<file path="config.mk">
export PLATFORM = sky130hd
export DESIGN_NAME = munoc_resp_packetizer
export DESIGN_NICKNAME = d
export VERILOG_FILES = /design/src/rtl/munoc_resp_packetizer.sv
export SDC_FILE = /design/constraint.sdc
export NUM_CORES = 1
export LEC_CHECK = 0
export BUFFER_PORTS_ARGS = -buffer_cell sky130_fd_sc_hd__buf_2
export CORE_MARGIN = 1
export CORE_UTILIZATION = 43
export CTS_BUF_LIST = sky130_fd_sc_hd__clkbuf_16
export DETAILED_ROUTE_END_ITERATION = 16
export PLACE_DENSITY = 0.89
export REMOVE_ABC_BUFFERS = 1
export SLEW_MARGIN = 15
export SYNTH_ARGS = -nofsm -noshare
export SYNTH_HDL_FRONTEND = slang
export SYNTH_SLANG_ARGS = --single-unit
</file>
<file path="constraint.sdc">
create_clock -name clk -period 5.8 [get_ports clk]
set_clock_uncertainty 0.15 [all_clocks]
set_input_delay 0 -clock clk [delete_from_list [all_inputs] [get_ports clk]]
set_output_delay 0 -clock clk [all_outputs]
set_load 0.05 [all_outputs]
</file>
<file path="src/rtl/munoc_resp_packetizer.sv">
// ---------------------------------------------------------------------------
// munoc_resp_packetizer
//
// Slave-side response packetizer for the MUNOC fabric. AXI B responses and
// R bursts from a local slave are turned into packets and sent as flits on a
// credit-based link toward the router.
//
// Packet formats. Each packet is left-aligned, zero-padded at the LSBs and
// sent MSB chunk first:
//   B packet : {2'b01, node_id, tid, bresp}    NB flits
//   R header : {2'b10, node_id, tid}           NH flits
//   R beat   : {rlast, rresp, rdata}           ND flits per beat
//
// Ports:
//   clk, rst     clock, synchronous active-high reset
//   b_valid      in   B response pending
//   b_ready      out  B consumed (on the last B flit)
//   b_info       in   {node_id, tid, bresp}
//   r_valid      in   R beat pending
//   r_ready      out  R beat consumed (on the last flit of the beat)
//   r_info       in   {node_id, tid, rlast, rresp, rdata}
//   link_valid   out  flit valid this cycle
//   link_head    out  first flit of a packet
//   link_tail    out  last flit of a packet
//   link_flit    out  flit payload
//   link_credit  in   one credit returned by the router this cycle
//   link_stall   in   hold the output (test/debug)
//   state        out  FSM state, for debug (IDLE reads 0)
// ---------------------------------------------------------------------------
module munoc_resp_packetizer #(
    parameter int BW_DATA    = 32,
    parameter int BW_FLIT    = 16,
    parameter int BW_NODE_ID = 4,
    parameter int BW_TID     = 4,
    parameter int NUM_CREDIT = 4,
    parameter int RR_ARB     = 1
) (
    input  logic                                   clk,
    input  logic                                   rst,
    input  logic                                   b_valid,
    output logic                                   b_ready,
    input  logic [BW_NODE_ID+BW_TID+2-1:0]         b_info,
    input  logic                                   r_valid,
    output logic                                   r_ready,
    input  logic [BW_NODE_ID+BW_TID+3+BW_DATA-1:0] r_info,
    output logic                                   link_valid,
    output logic                                   link_head,
    output logic                                   link_tail,
    output logic [BW_FLIT-1:0]                     link_flit,
    input  logic                                   link_credit,
    input  logic                                   link_stall,
    output logic [1:0]                             state
);

    // Packet widths and flit counts.
    localparam int NT_W  = BW_NODE_ID + BW_TID;
    localparam int RI_W  = NT_W + 3 + BW_DATA;
    localparam int WB    = NT_W + 4;
    localparam int WH    = NT_W + 2;
    localparam int WD    = BW_DATA + 3;
    localparam int NB    = (WB + BW_FLIT - 1) / BW_FLIT;
    localparam int NH    = (WH + BW_FLIT - 1) / BW_FLIT;
    localparam int ND    = (WD + BW_FLIT - 1) / BW_FLIT;
    localparam int MAXN  = (NB > NH) ? ((NB > ND) ? NB : ND) : ((NH > ND) ? NH : ND);
    localparam int PKT_W = MAXN * BW_FLIT;
    localparam int IDX_W = (MAXN > 1) ? $clog2(MAXN) : 1;
    localparam int CRED_W = $clog2(NUM_CREDIT + 1);

    localparam logic [IDX_W-1:0]  B_LAST   = IDX_W'(NB - 1);
    localparam logic [IDX_W-1:0]  H_LAST   = IDX_W'(NH - 1);
    localparam logic [IDX_W-1:0]  D_LAST   = IDX_W'(ND - 1);
    localparam logic [CRED_W-1:0] CRED_MAX = CRED_W'(NUM_CREDIT);

    typedef enum logic [1:0] {
        IDLE   = 2'd0,
        B_SEND = 2'd1,
        R_HDR  = 2'd2,
        R_DATA = 2'd3
    } state_e;

    state_e              state_q, state_d;
    logic [IDX_W-1:0]    idx_q, idx_d;
    logic [CRED_W-1:0]   credit_q, credit_d;
    // 1 when R held the most recent grant, 0 when B did.
    logic                last_r_q, last_r_d;

    logic                sending_st;
    logic                send;
    logic                is_last;
    logic                rlast;
    logic [PKT_W-1:0]    b_vec;
    logic [PKT_W-1:0]    h_vec;
    logic [PKT_W-1:0]    d_vec;
    logic [PKT_W-1:0]    sel_vec;
    logic [PKT_W-1:0]    sel_shift;

    assign rlast = r_info[BW_DATA+2];

    // Left-align every packet in a common vector so one shifter serves all
    // three formats; the current flit is always the top BW_FLIT bits.
    always_comb begin
        b_vec = '0;
        h_vec = '0;
        d_vec = '0;
        b_vec[PKT_W-1 -: WB] = {2'b01, b_info};
        h_vec[PKT_W-1 -: WH] = {2'b10, r_info[RI_W-1 -: NT_W]};
        d_vec[PKT_W-1 -: WD] = r_info[WD-1:0];
        case (state_q)
            B_SEND:  sel_vec = b_vec;
            R_HDR:   sel_vec = h_vec;
            R_DATA:  sel_vec = d_vec;
            default: sel_vec = '0;
        endcase
        sel_shift = sel_vec << (int'(idx_q) * BW_FLIT);
    end

    // Send qualification. Between beats of a burst the FSM sits in R_DATA
    // and waits for r_valid without emitting anything.
    always_comb begin
        sending_st = (state_q == B_SEND) || (state_q == R_HDR) ||
                     ((state_q == R_DATA) && r_valid);
        send       = sending_st && (credit_q != '0) && !link_stall;
        case (state_q)
            B_SEND:  is_last = (idx_q == B_LAST);
            R_HDR:   is_last = (idx_q == H_LAST);
            R_DATA:  is_last = (idx_q == D_LAST);
            default: is_last = 1'b0;
        endcase
    end

    // Next-state and handshake outputs.
    always_comb begin
        state_d   = state_q;
        idx_d     = idx_q;
        last_r_d  = last_r_q;
        b_ready   = 1'b0;
        r_ready   = 1'b0;
        link_tail = 1'b0;
        link_head = 1'b0;

        case (state_q)
            IDLE: begin
                // With both pending, B wins unless round-robin is enabled and
                // B took the previous grant.
                if (b_valid && (!r_valid || (RR_ARB == 0) || last_r_q)) begin
                    state_d  = B_SEND;
                    last_r_d = 1'b0;
                end else if (r_valid) begin
                    state_d  = R_HDR;
                    last_r_d = 1'b1;
                end
            end
            B_SEND: begin
                if (send) begin
                    link_head = (idx_q == '0);
                    if (is_last) begin
                        link_tail = 1'b1;
                        b_ready   = 1'b1;
                        idx_d     = '0;
                        state_d   = IDLE;
                    end else begin
                        idx_d = idx_q + 1'b1;
                    end
                end
            end
            R_HDR: begin
                if (send) begin
                    link_head = (idx_q == '0);
                    if (is_last) begin
                        idx_d   = '0;
                        state_d = R_DATA;
                    end else begin
                        idx_d = idx_q + 1'b1;
                    end
                end
            end
            R_DATA: begin
                if (send) begin
                    if (is_last) begin
                        r_ready = 1'b1;
                        idx_d   = '0;
                        if (rlast) begin
                            link_tail = 1'b1;
                            state_d   = IDLE;
                        end
                    end else begin
                        idx_d = idx_q + 1'b1;
                    end
                end
            end
            default: begin
                state_d = IDLE;
                idx_d   = '0;
            end
        endcase
    end

    // Credit counter: a send and a returned credit in the same cycle cancel.
    always_comb begin
        credit_d = credit_q;
        case ({send, link_credit})
            2'b10:   credit_d = credit_q - 1'b1;
            2'b01:   if (credit_q != CRED_MAX) credit_d = credit_q + 1'b1;
            default: credit_d = credit_q;
        endcase
    end

    assign link_valid = send;
    assign link_flit  = send ? sel_shift[PKT_W-1 -: BW_FLIT] : '0;
    assign state      = state_q;

    always_ff @(posedge clk) begin
        if (rst) begin
            state_q  <= IDLE;
            idx_q    <= '0;
            credit_q <= CRED_MAX;
            last_r_q <= 1'b0;
        end else begin
            state_q  <= state_d;
            idx_q    <= idx_d;
            credit_q <= credit_d;
            last_r_q <= last_r_d;
        end
    end

    // The router can never hold more credits than it has buffer slots.
    credit_overflow_a : assert property (@(posedge clk) disable iff (rst)
        !(link_credit && !send && (credit_q == CRED_MAX)));

endmodule
</file>
# Yosys cells after proc, flatten, opt, wreduce, memory -nomap -nowiden
# Cells that the tools add are included.
# totals
regBits	8
input_bits	59
word_cells	72
# classes
addsub	3
n_eq_ne	16
n_shift	1
mux	28
reduce_logical	20
# ops
op	n
48-bit one-hot mux with 3 select lines	1
48-bit by 6-bit left shift with 48-bit output	1
2-bit 2-to-1 mux	10
16-bit 2-to-1 mux	1
2-bit inequality test, second input constant	8
1-bit 2-to-1 mux	11
2-bit equality test, second input constant	4
2-bit one-hot mux with 4 select lines	1
8-bit AND reduction	1
3-bit inequality test, second input constant	2
3-bit one-hot mux with 2 select lines	1
2-bit AND reduction	3
2-bit by 1-bit equality test with 1-bit output, second input constant	2
1-bit logical AND	4
2-bit logical NOT	2
1-bit one-hot mux with 2 select lines	2
2-bit nonzero test	2
3-bit by 1-bit adder with 3-bit output, second input constant	1
1-bit logical OR	3
3-bit 2-to-1 mux	1
3-bit nonzero test	1
3-bit OR reduction	1
3-bit by 1-bit subtractor with 3-bit output, second input constant	1
2-bit by 1-bit adder with 2-bit output, second input constant	1
other kinds (2)	3

# Longest topological paths before layout
# logic_depth
depth_word	8
depth_mapped	9
mapped_depth_nobuf	9

# Worst setup path after synthesis
# OpenSTA, ideal clock, no wires.
# synth_path
path_kind	flip-flop to flip-flop
startpoint	reg state_q[0] (netlist: state[0])
endpoint	reg credit_q[2]
setup_ps	82
arrival_time_ps	2893
required_time_ps	5568
setup_slack_ps	2675
stages_incl_launch_ff	10
cell_sequence	dfxtp_1 -> inv_1 -> ha_1 -> a21oi_2 -> or3_1 -> nand2_1 -> fa_1 -> or3_1 -> o32a_1 -> o2111ai_1
# synth_via
elab_chain_len	8
word_cells_on_any_way	14
cone_classes	6 x eq/ne; 1 x mux; 7 x reduce/logical
# synth_lines
element	line_no	source
start: declaration	81	state_e state_q, state_d;
start signal: assignment	219	state_q <= state_d;
2-bit by 1-bit equality test with 1-bit output, or another cell as far along	120	sending_st = (state_q == B_SEND) || (state_q == R_HDR) ||
1-bit logical OR or 1-bit logical AND (tied branches)	120, 121	
1-bit logical OR (*)	120	
1-bit logical AND (*) (2 in series)	122	send = sending_st && (credit_q != '0) && !link_stall;
2-bit by 1-bit equality test with 1-bit output or 2-bit equality test (tied branches)	201	case ({send, link_credit})
2-bit inequality test (no line) or 2-bit nonzero test (tied branches)	--	
2-bit AND reduction (no line)	--	
end signal: assignment	221	credit_q <= credit_d;
end: declaration	83	logic [CRED_W-1:0] credit_q, credit_d;
# Mark *: on every way between the ends. The rest lies on a longest branch, timed or not.
# A chain may end at the register's enable or synchronous reset.

# Worst setup path after layout
# layout_path
startpoint	reg state_q[1] (netlist: state[1])
endpoint	reg credit_q[2]
# Same word-level chain as after synthesis.

==> summary.log <==
INFO  worst_setup_path worstSetupEndpointType=register
INFO  clocking       clkSinkCount=8
INFO  floorplan      starting_density_of_the_core=0.4722
INFO  place          detailedPlace.worstSlack=2797ps
INFO  sta            finalMaxSlewViolations=0
INFO  yosys          yosysWarnings=0
INFO  detailed_routing drc=0
INFO  final_layout   num-nets-final=300
INFO  yosys          netlist_area=1085squm
INFO  yosys          synthCells=155
INFO  detailed_routing total_number_of_vias=1487
INFO  job            maxCapViolations=0
INFO  final_layout   drive_gt1_frac=0.3939
INFO  clocking       cts_tree=done
INFO  final_layout   area_growth_syn_to_layout=45.21%
INFO  final_layout   fillers=201
INFO  detailed_routing drt-total-wl=3.541mm
INFO  yosys          synth.avg_cell_area=6.999squm
INFO  floorplan      floorplan.die_area=2727squm
INFO  clocking       clock_tree.buffer_depth=2
INFO  worst_setup_path timing_worst_setup_path_type=register to register
INFO  min_path       worst_hold_path_depth=4
INFO  final_layout   finish.utilization=0.6857
INFO  floorplan      chipHeight=52.23um
INFO  final_layout   regArea=160.2squm
INFO  min_path       min_to=last_r_q
INFO  detailed_routing drtIter0Drc=67
INFO  power_and_ir_drop totalPowerFinal=0.0005543W
INFO  detailed_routing post_drt_wl_per_cell=13.67um
INFO  worst_setup_path path_max_fanout=24
INFO  worst_setup_path timing.rr.start=state[1]
INFO  floorplan      fp.dieW=52.23um
INFO  yosys          yosys_register_bits=8
INFO  worst_setup_path worst-r2r-cell-count=8
INFO  worst_setup_path cp_data_arrival_time=3090ps
INFO  sta            max_slew.worst_pin.slew=793.4ps
INFO  power_and_ir_drop power.leakage=0.7399nW
INFO  detailed_routing route.detailed.vias_per_inst=5.741
INFO  min_path       timing.hold.worst.class=primary input to register
INFO  clocking       cts_buffers=3
INFO  floorplan      core_area=2297squm
INFO  sta            finalWorstSetupSlack=2721ps
INFO  floorplan      fp-row-count=17
INFO  sta            final_hold_viol_count=0
INFO  final_layout   total_area_of_multi_input_combinational_cells=855.8squm
INFO  place          dp.final_hpwl=2.662mm
INFO  clocking       cts.root.buffer_cell=sky130_fd_sc_hd__clkbuf_16
INFO  grt            grt_antenna_before_repair=0
INFO  place          gpl.final_weighted_congestion=0.8312
INFO  yosys          synth.yosys.seq_area_share=0.1476
INFO  power_and_ir_drop vdd_ir_drop_max=284.9uV
INFO  worst_setup_path setup.reg_to_reg.worst_slack=2720ps
INFO  yosys          synth_enable_flop_cells=0
INFO  grt            grt_max_degree=25
INFO  power_and_ir_drop power_density=351.9nW/um^2
INFO  sta            rsz0062_at_grt=false
INFO  min_path       timing.hold.worst.start=b_valid
INFO  sta            min_period_over_period=0.5309
INFO  sta            finalHoldWorstSlack=15.97ps
INFO  detailed_routing ant_nets=0
INFO  worst_setup_path cp.required=5810ps
INFO  yosys          synth_cell_type_count=39
INFO  floorplan      num_io_pins=82
INFO  sta            finalCriticalPeriod=3079ps
INFO  place          port_buffers=81
INFO  sta            finalSetupTns=0ps
INFO  run_status     run_status=completed
INFO  clocking       clk_latency=240ps
INFO  detailed_routing first_pass_iters=4
INFO  grt            global_route.usage.total=0.2508
INFO  worst_setup_path timing.critical_path.from_type=register
INFO  grt            grt_pass1_vias=1297
INFO  clocking       htreeDepth=1
INFO  sta            finalSetupViolCount=0
INFO  grt            grt_pass1_wl=5.181mm
INFO  worst_setup_path critical_path.reg2reg.endpoint=credit_q[2]
INFO  sta            clock.fmax=0.3247GHz
INFO  clocking       clock_pin_slew_worst_setup_and_hold_paths=40ps
INFO  yosys          synth_async_sr_flop_share=0
INFO  yosys          ys.flop_type=sky130_fd_sc_hd__dfxtp_1
INFO  final_layout   diodes=0
INFO  clocking       post_cts.repair.setup_buffers=0
INFO  grt            globalRoute.totalOverflow=0
INFO  sta            max-slew-margin-rel=0.4711
-- cells in the mapped netlist, types with 5 or more instances --
library cell                n  area, sq um
sky130_fd_sc_hd__a21oi_1   15        75.07
sky130_fd_sc_hd__a222oi_1   8        80.08
sky130_fd_sc_hd__clkbuf_1   6        22.52
sky130_fd_sc_hd__dfxtp_1    8        160.2
sky130_fd_sc_hd__ha_1       7        87.58
sky130_fd_sc_hd__inv_1      8        30.03
sky130_fd_sc_hd__mux2i_1    5        50.05
sky130_fd_sc_hd__nand2_1    9        33.78
sky130_fd_sc_hd__nand3_1    7        35.03
sky130_fd_sc_hd__nor2_1    20        75.07
sky130_fd_sc_hd__nor3_1    12        60.06
-- stage by stage --
step           area [sq um]  cells
2_1_floorplan          1050    146
3_3_place_gp           1490    255
3_5_place_dp           1490    255
4_1_cts                1575    259
5_1_grt                1575    259
6_report               1575    259
-- registers in the layout, summed over array words and instances, names as in the netlist --
name / count
credit_q: 3
idx_q: 2
state: 2
last_r_q: 1
-- worst max-delay path, stage by stage, from the launching register on --
cell and delay (ps):
sky130_fd_sc_hd__dfxtp_1 370, sky130_fd_sc_hd__ha_1 490, sky130_fd_sc_hd__a21oi_2 390, sky130_fd_sc_hd__or3_1 250, sky130_fd_sc_hd__nand2_1 90, sky130_fd_sc_hd__fa_1 410
sky130_fd_sc_hd__or3_1 390, sky130_fd_sc_hd__o32a_1 290, sky130_fd_sc_hd__o2111ai_1 160
-- worst max path at each step --
stage | startpoint | endpoint | slack (ps) | cells after the start
3_3_place_gp | state[1] | credit_q[2] | 2860 | 8
2_1_floorplan | state[1] | link_flit[0] | 2610 | 6
4_1_cts | state[1] | credit_q[2] | 2740 | 8
3_5_place_dp | state[1] | credit_q[2] | 2800 | 8
5_1_grt | state[1] | credit_q[2] | 2530 | 8
6_report | state[1] | credit_q[2] | 2720 | 8
-- area by class of cell --
cell class	count	share of cell area
clock buffers	3	0.04766
well taps	28	0.02224
repair buffers	82	0.2637
flip-flops and latches	8	0.1017
inverters	9	0.02145
multi-input cells	129	0.5433
-- repair_timing --
item                       CTS  global route
hold endpoints to repair     5             0
hold buffers                 1             0
setup endpoints to repair    0             0
resized for setup            0             0
-- where the power goes --
group | internal [W] | switching [W]
Sequential | 0.0000717 | 0.0000289
Clock | 0.0000890 | 0.0000290
Combinational | 0.000127 | 0.000209
-- kinds of logic after synthesis --
| family | after synthesis | share of synthesized area |
|---|---|---|
| and+or+nand+nor | 67 | 0.3103 |
| AOI/OAI and AO/OA | 45 | 0.2964 |
| buffers and inverters | 18 | 0.06343 |
| adders and majority gates | 8 | 0.09919 |
| DFF | 8 | 0.1476 |
| muxes | 7 | 0.06690 |
| xor gates and xnor gates | 2 | 0.01615 |
-- layout by cell type (no fill, tap or decap), types with 7 or more instances in the layout --
master                      n
sky130_fd_sc_hd__buf_2     81
sky130_fd_sc_hd__nor2_1    20
sky130_fd_sc_hd__a21oi_1   15
sky130_fd_sc_hd__nor3_1    12
sky130_fd_sc_hd__nand2_1    9
sky130_fd_sc_hd__inv_1      8
sky130_fd_sc_hd__a222oi_1   8
sky130_fd_sc_hd__dfxtp_1    8
sky130_fd_sc_hd__nand3_1    7
sky130_fd_sc_hd__ha_1       7
-- layer usage --
| metal | GRT usage | share of wire | wire length [um] | up-vias |
|---|---|---|---|---|
| li1 | - | - | - | 738 |
| met1 | 0.2658 | 0.39 | 1371 | 669 |
| met2 | 0.4594 | 0.50 | 1765 | 74 |
| met3 | 0.06377 | 0.10 | 363 | 6 |
| met4 | 0.1140 | 0.011 | 40 | 0 |
| met5 | 0 | 0 | 0 | - |
Note: power is estimated with default switching activity, not from simulation.
